`src/rtl/approx_ks_add_scheduler.sv`:
```
// approx_ks_add_scheduler
//   Round-robin scheduler that shares one 16-bit approximate Kogge-Stone
//   adder among N_REQ requesters. The approximation boundary is at bit 8.
//   The pipeline has two stages: an operand register (S1), then the
//   combinational adder, then a result register (S2). Each result is tagged
//   with the ID of the requester that issued it.
//
//   Optional feature: define ERR_MONITOR_EN to add an exact reference adder.
//   It drives the err_flag and err_cnt outputs.
//
// Ports
//   clk, rst_n        clock (rising edge), asynchronous active-low reset
//   req_valid/ready   per-requester handshake; req_ready is a one-hot grant
//   req_a, req_b      16-bit operands, slice i = [16*i+15:16*i]
//   flush             synchronous clear of both pipeline stages
//   res_valid/ready   result handshake
//   res_sum           17-bit approximate sum (bit 16 = carry out)
//   res_id            requester index for res_sum
//   err_flag, err_cnt (ERR_MONITOR_EN) approx != exact, saturating count
module approx_ks_add_scheduler #(
  parameter int N_REQ = 4,
  parameter int ID_W  = 2
) (
  input  logic                 clk,
  input  logic                 rst_n,
  input  logic [N_REQ-1:0]     req_valid,
  output logic [N_REQ-1:0]     req_ready,
  input  logic [16*N_REQ-1:0]  req_a,
  input  logic [16*N_REQ-1:0]  req_b,
  input  logic                 flush,
  output logic                 res_valid,
  input  logic                 res_ready,
  output logic [16:0]          res_sum,
  output logic [ID_W-1:0]      res_id
`ifdef ERR_MONITOR_EN
  ,
  output logic                 err_flag,
  output logic [15:0]          err_cnt
`endif
);

  // Low byte: each bit sees only the generate of the bit below it.
  // High byte: exact, with carry-in a7&b7.
  function automatic logic [16:0] approx_add(input logic [15:0] a, input logic [15:0] b);
    logic [7:0] lo;
    logic [8:0] hi;
    lo[0] = a[0] ^ b[0];
    for (int i = 1; i < 8; i++) begin
      lo[i] = (a[i] ^ b[i]) ^ (a[i-1] & b[i-1]);
    end
    hi = {1'b0, a[15:8]} + {1'b0, b[15:8]} + {8'd0, a[7] & b[7]};
    return {hi, lo};
  endfunction

  logic [ID_W-1:0]  ptr_r;
  logic             run_r;
  logic             v1_r;
  logic [15:0]      a1_r;
  logic [15:0]      b1_r;
  logic [ID_W-1:0]  id1_r;

  logic             stall_s;
  logic             found_s;
  logic [ID_W-1:0]  win_s;
  logic [ID_W-1:0]  idx_s;
  logic [N_REQ-1:0] grant_s;
  logic             xfer_s;
  logic [15:0]      a_sel_s;
  logic [15:0]      b_sel_s;

  assign stall_s   = res_valid & ~res_ready;
  assign req_ready = grant_s;
  assign xfer_s    = |grant_s;

  // Round-robin search starting after the pointer. Grants are suppressed
  // until the first clock edge after reset.
  always_comb begin
    found_s = 1'b0;
    win_s   = '0;
    idx_s   = '0;
    grant_s = '0;
    for (int k = 1; k <= N_REQ; k++) begin
      idx_s = ID_W'((int'(ptr_r) + k) % N_REQ);
      if (!found_s && req_valid[idx_s]) begin
        found_s = 1'b1;
        win_s   = idx_s;
      end else begin
        found_s = found_s;
      end
    end
    if (found_s && !stall_s && !flush && run_r) begin
      grant_s[win_s] = 1'b1;
    end else begin
      grant_s = '0;
    end
  end

  // Select the winning requester's operands.
  always_comb begin
    a_sel_s = 16'd0;
    b_sel_s = 16'd0;
    for (int k = 0; k < N_REQ; k++) begin
      if (ID_W'(k) == win_s) begin
        a_sel_s = req_a[16*k +: 16];
        b_sel_s = req_b[16*k +: 16];
      end else begin
        a_sel_s = a_sel_s;
      end
    end
  end

  // Round-robin pointer and post-reset run flag.
  always_ff @(posedge clk or negedge rst_n) begin
    if (!rst_n) begin
      ptr_r <= ID_W'(N_REQ - 1);
      run_r <= 1'b0;
    end else begin
      run_r <= 1'b1;
      if (xfer_s) begin
        ptr_r <= win_s;
      end else begin
        ptr_r <= ptr_r;
      end
    end
  end

  // S1 operand register; holds while the output is stalled.
  always_ff @(posedge clk or negedge rst_n) begin
    if (!rst_n) begin
      v1_r  <= 1'b0;
      a1_r  <= 16'd0;
      b1_r  <= 16'd0;
      id1_r <= '0;
    end else if (flush) begin
      v1_r <= 1'b0;
    end else if (!stall_s) begin
      v1_r <= xfer_s;
      if (xfer_s) begin
        a1_r  <= a_sel_s;
        b1_r  <= b_sel_s;
        id1_r <= win_s;
      end
    end
  end

  // S2 result register; data only reloads when S1 carries a valid operation.
  always_ff @(posedge clk or negedge rst_n) begin
    if (!rst_n) begin
      res_valid <= 1'b0;
      res_sum   <= 17'd0;
      res_id    <= '0;
`ifdef ERR_MONITOR_EN
      err_flag  <= 1'b0;
`endif
    end else if (flush) begin
      res_valid <= 1'b0;
    end else if (!stall_s) begin
      res_valid <= v1_r;
      if (v1_r) begin
        res_sum  <= approx_add(a1_r, b1_r);
        res_id   <= id1_r;
`ifdef ERR_MONITOR_EN
        err_flag <= approx_add(a1_r, b1_r) != ({1'b0, a1_r} + {1'b0, b1_r});
`endif
      end
    end
  end

`ifdef ERR_MONITOR_EN
  // Count accepted mismatching results. A flush cancels acceptance.
  always_ff @(posedge clk or negedge rst_n) begin
    if (!rst_n) begin
      err_cnt <= 16'd0;
    end else if (res_valid && res_ready && !flush && err_flag && (err_cnt != 16'hFFFF)) begin
      err_cnt <= err_cnt + 16'd1;
    end else begin
      err_cnt <= err_cnt;
    end
  end
`endif

endmodule
```
`config.mk`:
```
export PLATFORM = sky130hd
export DESIGN_NAME = approx_ks_add_scheduler
export DESIGN_NICKNAME = d
export VERILOG_FILES = /design/src/rtl/approx_ks_add_scheduler.sv
export SDC_FILE = /design/constraint.sdc
export NUM_CORES = 1
export LEC_CHECK = 0
export CAP_MARGIN = 20
export CORE_MARGIN = 4
export CORE_UTILIZATION = 40
export CTS_BUF_LIST = sky130_fd_sc_hd__clkbuf_4 sky130_fd_sc_hd__clkbuf_8
export CTS_CLUSTER_DIAMETER = 100
export DETAILED_ROUTE_END_ITERATION = 16
export PLACE_DENSITY = 0.87
export SYNTH_ARGS = -nofsm -noshare
export SYNTH_HDL_FRONTEND = slang
export SYNTH_SLANG_ARGS = --single-unit
```
`constraint.sdc`:
```
create_clock -name clk -period 2.5 [get_ports clk]
set_clock_uncertainty 0.15 [all_clocks]
set_input_delay 0.25 -clock clk [delete_from_list [all_inputs] [get_ports clk]]
set_output_delay 0.25 -clock clk [all_outputs]
set_load 0.01 [all_outputs]
```
After elaboration in Yosys (flattened, before gate mapping)
Index checks and enable logic that the tools add are counted.
Operators by class
  equal/unequal tests: 4
  add/subtract/negate cells: 6
  bitwise operators: 27
  reductions and logical operators: 16
  multiplexer cells: 31
  $lt $le $gt $ge: 6
Operator list (count)
  2-to-1 mux 16 bit: 8
  less-than comparator 2 x 3 -> 1 bit, second input constant: 5
  XOR 1 bit: 15
  2-to-1 mux 1 bit: 13
  adder 8 x 8 -> 9 bit: 1
  adder 9 x 1 -> 9 bit: 1
  bitwise AND 1 bit: 9
  binary-select mux 1 bit (select 2 bit): 4
  2-to-1 mux 2 bit: 4
  logical AND 1 bit: 7
  AND reduction 3 bit: 2
  logical NOT 1 bit: 5
  adder 2 x 1 -> 2 bit, second input constant: 2
  adder 2 bit, second input constant: 2
  == test 2 bit, first input constant: 2
  2-to-1 mux 4 bit: 1
  OR reduction 4 bit: 1
  inverter 1 bit: 3
  demux 1 bit (select 2 bit): 1
  == test 1 x 2 -> 1 bit, first input constant: 1
  greater-or-equal comparator 2 x 1 -> 1 bit, second input constant: 1
  logical NOT 2 bit: 1
  != test 2 bit, second input constant: 1
Word-level totals
  flip-flop bits (word level): 58
  bits of input ports: 136
  logic and storage cells: 99
  output and inout port bits: 24

Logic depth before layout (Yosys ltp)
Gate-level depths: netlist of run 1.
  depth in word-level cells: 21
  gate-level depth with buffers: 8
  gate-level depth less buffers: 8

Worst setup path before layout of run 1
Ideal clock, no wire load.
  path kind: reg-to-reg
  start: reg a1_r[7]
  end: reg res_sum[16]
  library setup time: 121 ps
  data required time: 2229 ps
  arrival time: 2187 ps
  setup slack: 42 ps
  period minus slack after synthesis: 2458 ps
  cell stages (with the launch flop): 9
  cell sequence: dfrtp_1 > ha_1 > fa_1 > fa_1 > a21o_1 > a21o_1 > a21oi_1 > a221oi_1 > o22a_1
On the way
  longest elaborated chain between the ends: 2
Ends and longest elaborated chain
  start: declaration: line 58  | logic [15:0] a1_r;
  start signal: assignment: line 139  | a1_r <= a_sel_s;
  bitwise AND 1 bit: line 51  | hi = {1'b0, a[15:8]} + {1'b0, b[15:8]} + {8'd0, a[7] & b[7]};
  adder 9 x 1 -> 9 bit: line 51
  end signal: assignment: line 160  | res_sum <= approx_add(a1_r, b1_r);
  end: declaration: line 33  | output logic [16:0] res_sum,
Every way passes these cells.
A chain may end at the register's enable or synchronous reset.

Worst setup path after layout of run 1
  start: reg a1_r[7]
  end: reg res_sum[14]
The elaborated chain is that of the path after synthesis.

==> results of run 1 <==
-- area by class of cell --
type / instances / share of cell area [%]
Clock inverter: 3 / 0.2506
Inverter: 6 / 0.3759
Sequential cell: 58 / 24.26
Clock buffer: 13 / 2.777
Timing Repair Buffer: 218 / 35.00
Multi-Input combinational cell: 276 / 35.08
Tap cell: 108 / 2.255
-- Yosys cell counts (all sizes together), types with 2 or more instances --
cell type,n,area [sq um]
nand2,63,236.5
dfrtp,56,1401
o21ai,44,220.2
mux2,30,337.8
a222oi,25,250.2
buf,16,127.6
ha,15,187.7
clkbuf,12,45.04
nor2,12,45.04
xnor2,12,105.1
mux2i,8,80.08
a211oi,7,52.55
a21o,6,45.04
inv,6,22.52
nor3,6,30.03
nand2b,5,31.28
a21oi,4,20.02
nand3,3,15.01
nor2b,3,18.77
a221oi,2,23.77
and2,2,12.52
dfstp,2,52.55
fa,2,40.04
nand3b,2,27.53
nor3b,2,15.01
o21a,2,15.01
o221ai,2,17.52
or3,2,12.51
-- cells in the final DEF, fill, tap and decap left out, types with 7 or more instances in the layout --
cell,n
nand2_1,63
mux2_4,11
o21ai_1,28
clkdlybuf4s50_1,153
dfrtp_1,56
xnor2_1,12
buf_4,49
nor2_1,12
mux2_2,14
a211oi_1,7
o21ai_0,16
a222oi_1,25
mux2i_1,7
clkbuf_8,11
ha_1,14
-- cell families (layout without fill, tap and decap cells) --
group | Yosys count | count (layout)
adders and majority gates | 17 | 17
xor gates and xnor gates | 13 | 13
AOI/OAI and AO/OA | 101 | 101
DFF | 58 | 58
muxes | 38 | 38
buffers and inverters | 34 | 240
and+or+nand+nor | 106 | 106
other | 1 | 1
-- path summary, 6_finish.rpt --
path	startpoint	end	slack [ns]	cells past startpoint
setup / recovery	a1_r[7]	res_sum[14]	-0.005	9
hold / removal	rst_n	id1_r[0]	0.13	2
setup reg to reg	a1_r[7]	res_sum[14]	-0.005	9
hold reg to reg	res_sum[11]	res_sum[11]	0.33	2
max in group asynchronous	rst_n	b1_r[9]	1.46	3
min in group clk	res_sum[11]	res_sum[11]	0.33	2
-- state kept, by name, indices dropped and copies added (netlist names) --
register	cells
ptr_r	2
b1_r	16
run_r	1
res_valid	1
v1_r	1
res_id	2
id1_r	2
res_sum	17
a1_r	16
-- routing by layer --
metal | global-route usage, % | share of wire (%) | vias to the layer above | routed length, microns
met2 | 40.34 | 52 | 202 | 6956
met1 | 27.34 | 37 | 1832 | 4852
met4 | 9.661 | 2.8 | 0 | 375
met3 | 5.298 | 8.2 | 35 | 1082
li1 | - | - | 1765 | -
met5 | 0 | 0 | - | 0
-- timing repair --
action | 4_1_cts | 5_1_grt
cloned | 0 | 3
setup buffers | 4 | 17
resized for setup | 15 | 26
endpoints found under the hold margin | 58 | 0
setup endpoints to repair | 6 | 24
hold buffers | 1 | 0
pin swaps | 2 | 18
-- metrics by stage --
step,std cells,util [%],instance area [sq um]
finish,682,68.04,5992
global route,682,68.04,5992
CTS,663,65.20,5742
detailed placement,642,62.39,5494
global placement,642,62.39,5494
floorplan,368,-,3645
-- worst reg2reg max path, stage by stage, from the launching register on --
cell     delay (ns)
dfrtp_1        0.41
ha_2           0.20
fa_2           0.38
fa_2           0.38
a21o_1         0.16
a21o_1         0.18
a21oi_2        0.19
buf_4          0.15
or4b_4         0.12
nand3_2        0.06
-- where the power goes --
part	switching, mW	total [mW]	internal (mW)
sequential	0.227	1.48	1.25
combinational	1.10	2.45	1.35
clock	0.355	0.786	0.431
==> key figures, run 1 <==
Run status
  – Status: finished, violations left
  – Failing checks: negative setup slack

Global route
  – Total grt overflow: 0
  – Initial antenna violation count: 0
  – Largest net degree at the start of global routing: 38
  – Vias in the first global route: 3851
  – Total GRT Usage: 23.14%
  – First-pass GRT wire length: 18900 microns

Floorplanning
  – IO Pins: 160
  – Row count: 34
  – Initial core utilization: 41.39%
  – CORE AREA: 8806 sq um
  – Die X: 103.5 microns
  – Die span in y: 103.5 microns
  – Area of the die: 10700 sq um

Yosys
  – Mean post-synth cell area: 9.904 sq um
  – XOR/XNOR Fraction of Synth Area: 3.124%
  – Mux cell area share after synthesis: 11.47%
  – Fraction of registers with async set/reset: 100.0%
  – Sequential cell area fraction in the yosys report: 39.89%
  – Ys Warns: 0
  – Mapped Cells: 368
  – Post-synthesis cell type count: 52
  – Synth Flop Type: dfrtp_1
  – Mapped cell area: 3645 sq um
  – Simple-gate share of the synthesized area: 13.46%
  – Adder-cell share of the synthesized area: 6.248%
  – FF+latch count, synth: 58
  – Compound-gate portion of the synthesized area: 20.36%
  – Post-synthesis net count: 521
  – Largest family of logic cells by synthesized area: compound AO/OA/AOI/OAI gates
  – Number of flops mapped to enable cells by yosys: 0

Final layout
  – Fraction of layout cells with a size suffix above 1: 20.91%
  – Total Nets Final: 722
  – Sequential cell area: 1454 sq um
  – Multi-input gate area: 2102 sq um
  – Fillers: 626
  – ANT cells: 0
  – P&R area growth vs syn: 64.40%

Job
  – Max-cap viol count: 0

Critical path
  – Critical path class: flip-flop to flip-flop
  – WP buf/inv: 1
  – CP cell instances: ha_2 -> fa_2 -> fa_2 -> a21o_1 -> a21o_1 -> a21oi_2 -> buf_4 -> or4b_4 -> nand3_2
  – CP startpoint kind: flip-flop
  – Crit-path max FO: 2
  – Crit path arrival time: 2.57 ns
  – Slowest cell on the critical path: dfrtp_1
  – Delay-heaviest family, CP: adder cells
  – WP data required: 2.56 ns
  – Crit. End Element: flip-flop
  – Max stage delay on crit path: 0.41 ns

Detailed routing
  – Routed vias: 3834
  – DR vias/cell: 5.622
  – Routed Antenna Nets: 0
  – Drt pass-1 iters: 6
  – Mean routed wirelength per cell: 19.45 microns
  – Detailed Route WL: 13270 microns
  – Drt initial violations: 380
  – Post-route DRC: 0

STA
  – Crit share post-route: 100.2%
  – Fmax: 399.2 MHz
  – Fin. max-slew vios: 0
  – Crit path time final: 2.505 ns
  – Worst setup margin: -0.004753 ns
  – Final hold violations: 0
  – Setup TNS: -0.004753 ns
  – Finish-stage setup viols: 1
  – Unrepaired setup endpoints after global routing: yes
  – Hold slack: 0.1280 ns

Power
  – Worst IR Drop VDD: 0.3525 mV
  – Leakage: 2.659 nW
  – Total power draw: 4.719 mW
  – Pwr dens: 787.6 nW/um^2

Clock tree
  – Worst skew pair latency: 0.33 ns
  – H-tree Lvls: 3
  – Clock Tree Root: clkbuf_8
  – Clock sink total: 58
  – Clk slew on worst S/H paths: 0.07 ns
  – CTS Buf Count: 9
  – CTS tree: yes
  – Clock Path Buffers: 2

Placement
  – Post-detail-place hpwl: 9763 microns
  – Dpl ws: -0.3245 ns
  – Gpl congestion: 0.9007
  – Port bufs: 159

Hold path
  – Min-delay worst type: input pin to asynchronous set/reset pin
Note: power is estimated with default switching activity, not from simulation.
==> inputs of run 2 (changes only) <==
--- a/config.mk
+++ b/config.mk
@@ -7,11 +7,11 @@
 export LEC_CHECK = 0
 export CAP_MARGIN = 20
 export CORE_MARGIN = 4
-export CORE_UTILIZATION = 40
+export CORE_UTILIZATION = 47
 export CTS_BUF_LIST = sky130_fd_sc_hd__clkbuf_4 sky130_fd_sc_hd__clkbuf_8
 export CTS_CLUSTER_DIAMETER = 100
 export DETAILED_ROUTE_END_ITERATION = 16
-export PLACE_DENSITY = 0.87
+export PLACE_DENSITY = 0.95
 export SYNTH_ARGS = -nofsm -noshare
 export SYNTH_HDL_FRONTEND = slang
 export SYNTH_SLANG_ARGS = --single-unit
==> constraint.sdc (replaced) <==
create_clock -name clk -period 3.3 [get_ports clk]
set_clock_uncertainty 0.15 [all_clocks]
set_input_delay 0.33 -clock clk [delete_from_list [all_inputs] [get_ports clk]]
set_output_delay 0.33 -clock clk [all_outputs]
set_load 0.01 [all_outputs]
==> run 2 against run 1 <==
Compared with the run above:
- the run now ends clean
- die area is 14% lower
- via count is 6.2% lower
- sequential power fell by 24%
- clock power shrank 5.6%
- worst hold slack improved by 0.20 ns
- worst setup slack improved by 0.38 ns
- final cell count shrank 8.5%
- non-clock buffer count is 49 lower
- global-route usage is 3.5 points higher
- largest power group unchanged
- first-iteration DRC count decreased by 19%
- largest cell class unchanged
- critical path depth shrank 3
- critical path type is now flip-flop to output port
==> key figures, run 2 (same netlist as run 1, synthesis figures left out) <==
Critical path
  – Slowest cell on the critical path: dfstp_2
  – Crit. End Element: output port
  – CP cell instances: nand2b_1 -> a32oi_4 -> buf_4 -> nand2_1 -> nor2_1 -> clkdlybuf4s50_1
  – Max stage delay on crit path: 0.65 ns (+0.24 ns)
  – WP buf/inv: 2 (+1)
  – Crit path arrival time: 2.45 ns (-0.12 ns)
  – WP data required: 2.82 ns (+0.26 ns)
  – Critical path class: flip-flop to output port
  – CP startpoint kind: flip-flop
  – Crit-path max FO: 11 (+9)
  – Delay-heaviest family, CP: buffers and inverters

STA
  – Crit share post-route: 88.76%
  – Headroom to the max-slew limit: 54.63%
  – Finish-stage setup viols: 0 (-1)
  – Final hold violations: 0 (unchanged)
  – Fmax: 341.4 MHz
  – Setup TNS: 0 ns (+0.004753 ns)
  – Hold slack: 0.3271 ns (+0.1991 ns)
  – Crit path time final: 2.929 ns
  – Unrepaired setup endpoints after global routing: no
  – Fin. max-slew vios: 0 (unchanged)
  – Slew of the pin with the lowest slew margin: 0.6806 ns

Floorplanning
  – Row count: 31 (-8.8%)
  – Die X: 96.06 microns (-7.1%)
  – IO Pins: 160 (unchanged)
  – Initial core utilization: 49.20% (+7.8 points)
  – Die span in y: 96.06 microns (-7.1%)
  – Area of the die: 9228 sq um (-14%)
  – CORE AREA: 7408 sq um (-16%)

Clock tree
  – Clock sink total: 58 (unchanged)
  – CTS tree: yes
  – Clock Path Buffers: 2 (unchanged)
  – Cts repair resizes: 0 (-15)
  – H-tree Lvls: 3 (unchanged)
  – Worst skew pair latency: 0.34 ns (about the same)
  – CTS Buf Count: 9 (unchanged)
  – Clk slew on worst S/H paths: 0.07 ns (about the same)
  – Clock Tree Root: clkbuf_8

Job
  – Max-cap viol count: 0 (unchanged)

Placement
  – Gpl congestion: 0.8586 (-4.7%)
  – # placed instances: 607 (-5.5%)
  – Port bufs: 159 (unchanged)
  – Post-detail-place hpwl: 8917 microns (-8.7%)

Detailed routing
  – Routed Antenna Nets: 0 (unchanged)
  – Routed vias: 3596 (-6.2%)
  – Mean routed wirelength per cell: 18.60 microns (-4.4%)
  – DR vias/cell: 5.763 (+2.5%)
  – Drt pass-1 iters: 8 (+2)
  – Detailed Route WL: 11610 microns (-12%)
  – Post-route DRC: 0 (unchanged)
  – Drt initial violations: 309 (-19%)

Global route
  – Total GRT Usage: 26.60% (+3.5 points)
  – Vias in the first global route: 3774 (-2.0%)
  – Initial antenna violation count: 0 (unchanged)
  – First-pass GRT wire length: 18740 microns (-0.84%)
  – Total grt overflow: 0 (unchanged)
  – Largest net degree at the start of global routing: 62 (+63%)

Run status
  – Status: completed

Final layout
  – Commonest non-fill, non-tap cell in the layout: clkdlybuf4s50_1
  – Final core occ: 74.02% (+6.0 points)
  – Fraction of layout cells with a size suffix above 1: 10.67% (-10 points)
  – Fillers: 515 (-18%)
  – Biggest regs: res_sum: 17 flops, a1_r: 16 flops, b1_r: 16 flops
  – ANT cells: 0 (unchanged)
  – Total Nets Final: 673 (-6.8%)
  – Reg with most FFs: res_sum
  – Commonest cells after routing, fill and taps aside: clkdlybuf4s50_1, nand2_1, dfrtp_1
  – P&R area growth vs syn: 50.46%
  – Final non-filler cell total: 624 (-8.5%)
  – Max reg flops: 17 (unchanged)

Power
  – Worst IR Drop VDD: 0.2550 mV (-28%)
  – Leakage: 2.327 nW (-12%)
  – Total power draw: 3.407 mW (-28%)
  – Pwr dens: 621.2 nW/um^2 (-21%)

Hold path
  – Min-delay worst type: flip-flop to flip-flop
run 2: cell types whose count changed in the layout (fill, tap and decap cells not counted), sizes merged, moves of 2 or more:
cell,previous run,this run
clkbuf,16,11
clkdlybuf4s50,153,158
bufinv,0,2
buf,57,10
run 2: path summary, 6_finish.rpt:
path / start / end / slack (ns) / cells after the start
worst max-delay path: ptr_r[0] / req_ready[3] / 0.37 / 6
worst min-delay path: res_sum[13] / res_sum[13] / 0.33 / 2
worst max register to register: a1_r[7] / res_sum[16] / 0.57 / 8
worst min register to register: res_sum[13] / res_sum[13] / 0.33 / 2
max in group asynchronous: rst_n / res_sum[14] / 1.75 / 3
min in group asynchronous: rst_n / b1_r[11] / 0.41 / 2
run 2: final cells by class:
cell class | count | area, sq um | share of cell area, %
multi-input combinational | 276 | 1997 | 36.41
timing repair buffer | 169 | 1664 | 30.34
sequential | 58 | 1454 | 26.51
clock buffer | 11 | 145.1 | 2.647
tap | 99 | 123.9 | 2.259
clock inverter | 5 | 77.57 | 1.415
inverter | 6 | 22.52 | 0.4107
run 2: stage by stage:
| step | worst slack [ns] | cell area [sq um] |
|---|---|---|
| after detailed placement | 0.3667 | 5251 |
| final | 0.3709 | 5484 |
| after global placement | 0.4608 | 5251 |
| after CTS | 0.3814 | 5484 |
| after floorplan | 0.8422 | 3645 |
| after global routing | 0.2766 | 5484 |
run 2: metal layers:
metal	vias to the layer above	global-route usage (%)	routed length (microns)
met5	-	0	0
met4	0	9.360	239
met3	24	5.395	963
met2	197	45.43	5955
met1	1702	33.28	4451
li1	1673	-	-
run 2: what timing repair did:
item / in CTS / in global routing
hold endpoints to repair: 27 / 0
hold buffers: 1 / 0
setup buffers: 0 / 0
run 2: worst reg2reg max path, cell delays in order (launching register included):
cell and delay [ns]:
dfrtp_1 0.41, ha_1 0.23, fa_1 0.41, fa_1 0.42, a21o_1 0.20, a21o_1 0.21
a21oi_1 0.26, a221oi_1 0.13, o22a_1 0.19
run 2: power breakdown:
| group | leakage (nW) | internal (mW) | switching [mW] |
|---|---|---|---|
| clock | 0.113 | 0.451 | 0.291 |
| sequential | 0.713 | 0.950 | 0.183 |
| combinational | 1.50 | 0.817 | 0.715 |
==> patch 1, RTL diff (settings of run 1) <==
Set the parameter `ID_W` to 4 (it was 2).
--- a/src/rtl/approx_ks_add_scheduler.sv
+++ b/src/rtl/approx_ks_add_scheduler.sv
@@ -20,5 +20,5 @@
 module approx_ks_add_scheduler #(
   parameter int N_REQ = 4,
-  parameter int ID_W  = 2
+  parameter int ID_W  = 4
 ) (
   input  logic                 clk,
Interface: changed (resized res_id); port bits go from 160 to 162. The function was not compared with the original's and may differ.
==> patch 1 against run 1 <==
- combinational power is 7% lower
- clock power is 2.9% higher
- cell area is 3.1% lower
- via count is 3.5% higher
- area after synthesis is 2.3% higher
- power is 3.4% lower
- routed wire length is 2.5% lower
- non-clock buffer count is 26 lower
- die area is 2.1% higher
- worst setup slack better by 0.082 ns
- sequential cell count stayed put
- critical path type is now flip-flop to output pin
- largest cell class unchanged
==> patch 1: results (changes against run 1) <==
Switching Fraction: 35.9% (+0.25 points)
Non-CTS buffers: 192 (-12%)
Met3 Routed Length: 928 µm (-14%)
Resize count post-CTS: 5 (-10)
Critical Path Start: ptr_r[1]$_DFFE_PN1P_
status: complete, no violations
clock buffers: 14 (+1)
leakage power: 2.41 nW (-9.3%)
drt initial violations: 229 (-40%)
Peak VDD IR: 0.295 mV (-16%)
register area share after synthesis: 39.0% (-0.88 points)
DRT met1 WL: 5.46 mm (+13%)
GRT Total Usage: 23.4% (+0.21 points)
CP endpoint: req_ready[1]
Total Wirelength: 12.9 mm (-2.5%)
ClkCell Share: 3.28% (+0.25 points)
vias in the first global route: 4179 (+8.5%)
dpl cells: 664 (+3.4%)
sequential cell area share: 25.0% (+0.78 points)
Synth Area in XOR/XNOR: 2.82% (-0.30 points)
Nets: 724 (+0.28%)
complex-gate fraction of the synthesized area: 30.7% (+10 points)
met2 Track Usage GR: 38.0% (-2.3 points)
M3 GR Usage: 5.36% (+0.065 points)
setup bufs post-CTS: 3 (-1)
Post-synth top cells: dfrtp_1 (56), o21ai_0 (43), nand2_1 (36)
-- patch 1: critical path, cell delays in order, from the launching register on --
cell	delay, ns
dfstp_2	0.60
buf_4	0.14
a2bb2oi_1	0.05
o22ai_1	0.19
and3_1	0.17
clkdlybuf4s50_1	0.53
-- patch 1: stage by stage --
step                      util, %  setup WS [ns]  TNS [ns]  hold WS (ns)  area (µm²)
after floorplan                 -         0.0635         0        -0.196        3730
after global placement       62.6         0.0263         0         0.120        5570
after detailed placement     62.6         -0.101    -0.232         0.125        5570
after CTS                    65.2        0.00637         0         0.302        5790
final                        65.3         0.0774         0         0.300        5800
after global routing         65.3        -0.0152   -0.0152         0.318        5800
-- patch 1: power by group through the flow --
stage	logic, mW	registers, mW	clock network (mW)
after global placement	2.15	1.47	0
after global routing	2.48	1.51	0.880
final	2.28	1.47	0.809
after detailed placement	2.23	1.49	0
after floorplan	1.22	1.48	0
after CTS	2.28	1.47	0.830
==> patch 2, RTL diff (settings of run 1) <==
Without the edit above. The option `ERR_MONITOR_EN` is turned on by a define.
--- a/src/rtl/approx_ks_add_scheduler.sv
+++ b/src/rtl/approx_ks_add_scheduler.sv
@@ -18,4 +18,6 @@
 //   res_id            requester index for res_sum
 //   err_flag, err_cnt (ERR_MONITOR_EN) approx != exact, saturating count
+`define ERR_MONITOR_EN
+
 module approx_ks_add_scheduler #(
   parameter int N_REQ = 4,
Formal check against the unedited RTL (old outputs only; new: err_cnt and err_flag): same outputs for any inputs over 4 cycles, from zero or initial values and one cycle with rst_n low; that may be too few to reach the edited logic, so the function may still have changed.
==> patch 2 against run 1 <==
- final cell count rose by 25%
- count of clock-buffer cells in the layout decreased by 4
- critical endpoint is now res_sum[15]$_DFFE_PN0P_
- synthesized cell count increased by 35%
- largest cell class unchanged
- area after synthesis rose by 29%
- critical path depth stayed put
- routed wire length rose by 10%
- power rose by 39%
- via count increased by 22%
- worst setup slack gained 0.054 ns
- sequential cell count increased by 17
- cell area up 20%
==> patch 2: results (changes against run 1) <==
hpwl dp: 11.8 mm (+21%)
largest cells by area after synthesis: dfrtp_1 (39%), nand2_1 (6.1%), mux2_2 (6.0%), ha_1 (4.5%), o21ai_0 (4.2%)
IO Port Bufs: 176 (+11%)
Synth cell types: 50 (-3.8%)
Synth warnings: 0 (unchanged)
Mean Syn Cell Area: 9.47 µm² (-4.4%)
GRT Total Usage: 21.4% (-1.8 points)
largest net degree at the start of global routing: 76 (+100%)
max reg flops: 17 (unchanged)
Post-synth top cells: nand2_1 (76), dfrtp_1 (73), o21ai_0 (40)
layout cells sized above 1: 14.8% (-6.1 points)
dpl cells: 826 (+29%)
top_reg_cell synth: dfrtp_1
met1 usage: 26.8% (-0.52 points)
clk_lat worst skew: 0.36 ns (+0.03 ns)
Nets: 865 (+20%)
cts bufs inserted: 9 (unchanged)
Vias: 4674 (+22%)
DR WL/cell: 17.2 µm (-12%)
# diodes: 0 (unchanged)
Top reg by flops: res_sum
post-synthesis net count: 660 (+27%)
Critical Path AT: 2.51 ns (-0.06 ns)
clk root buf: clkbuf_8
worst-path maximum fanout: 3 (+1)
final RePlAce weighted congestion: 0.903 (+0.22%)
First-pass DRT Iterations: 5 (-1)
M3 GR Usage: 3.63% (-1.7 points)
fillers: 911 (+46%)
Switching Fraction: 38.9% (+3.3 points)
leakage power: 3.15 nW (+18%)
Peak VDD IR: 0.446 mV (+27%)
Post-synth ARST share: 100% (unchanged)
Clock Path Buffers: 2 (unchanged)
vias per cell: 5.49 (-2.3%)
Worst Hold Class: flip-flop to flip-flop
register area share after synthesis: 39.9% (about the same)
first-pass GRT wire length: 23.1 mm (+22%)
H-tree depth: 3 (unchanged)
met2 Track Usage GR: 37.5% (-2.9 points)
status: complete, no violations
initial antenna violation count: 0 (unchanged)
drt initial violations: 369 (-2.9%)
patch 2: changes by cell type after synthesis, sizes merged, moves of 10 or more:
cell    before  now
a222oi      25   10
a22oi        1   26
and3         1   11
dfrtp       56   73
inv          6   28
nand2       63   76
nor2        12   23
xor2         1   15
patch 2: critical path, stage by stage, from the launching register on:
cell and delay, ns:
dfrtp_1 0.40, ha_2 0.21, fa_2 0.37, buf_4 0.16, a21o_1 0.16, a21oi_2 0.16, o21bai_1 0.10, a31oi_1 0.23
mux2i_1 0.22, o311ai_0 0.16
patch 2: through the flow:
stage               setup slack [ns]  power, mW  cell area [µm²]
floorplan                     0.0279       4.02             4720
global placement              -0.105       5.28             6860
detailed placement            -0.218       5.45             6860
CTS                           0.0248       6.44             7100
global route                 -0.0438       7.00             7170
finish                        0.0497       6.54             7170
patch 2: cells by family after synthesis:
group	share of synthesized area, %
buffers and inverters	4.43
DFF	39.9
muxes	7.67
other	0.0795
AOI/OAI and AO/OA	18.8
and+or+nand+nor	14.5
xor gates and xnor gates	6.32
adders and majority gates	8.33
patch 2: power by group through the flow:
stage	combinational [mW]	clock, mW	sequential, mW
4_1_cts	3.60	0.943	1.90
5_1_grt	4.06	0.990	1.95
6_report	3.71	0.929	1.90
2_1_floorplan	2.11	0	1.91
3_5_place_dp	3.53	0	1.93
3_3_place_gp	3.38	0	1.90
patch 2: area by class of cell:
cell class                 count  area, µm²  share of cell area [%]
inverter                      28        105                    1.47
clock buffer                   9        124                    1.73
clock inverter                 7       68.8                   0.960
timing repair buffer         219       2120                    29.5
sequential                    75       1880                    26.2
multi-input combinational    370       2690                    37.6
tap                          143        179                    2.50
patch 2: final timing paths:
| kind | from | end | slack, ns | depth (start not counted) |
|---|---|---|---|---|
| worst max-delay path | b1_r[7]$_DFFE_PN0P_ | res_sum[15]$_DFFE_PN0P_ | 0.05 | 9 |
| worst min-delay path | res_sum[7]$_DFFE_PN0P_ | res_sum[7]$_DFFE_PN0P_ | 0.33 | 2 |
| worst max register to register | b1_r[7]$_DFFE_PN0P_ | res_sum[15]$_DFFE_PN0P_ | 0.05 | 9 |
| worst min register to register | res_sum[7]$_DFFE_PN0P_ | res_sum[7]$_DFFE_PN0P_ | 0.33 | 2 |
| max in group asynchronous | rst_n | a1_r[13]$_DFFE_PN0P_ | 1.16 | 2 |
| min in group asynchronous | rst_n | b1_r[3]$_DFFE_PN0P_ | 0.44 | 2 |
patch 2: metal layers:
layer	up-vias	part of all wire [%]	wire length, µm
li1	2194	-	-
met1	2263	41	5960
met2	181	50	7380
met3	36	6.3	929
met4	0	2.5	368
met5	-	0	0
patch 2: timing repair:
item,CTS,global route
endpoints found under the setup margin,8,13
hold endpoints to repair,73,0
pin swaps,1,5
hold buffers,1,0
setup buffers,4,4
resized for setup,9,12
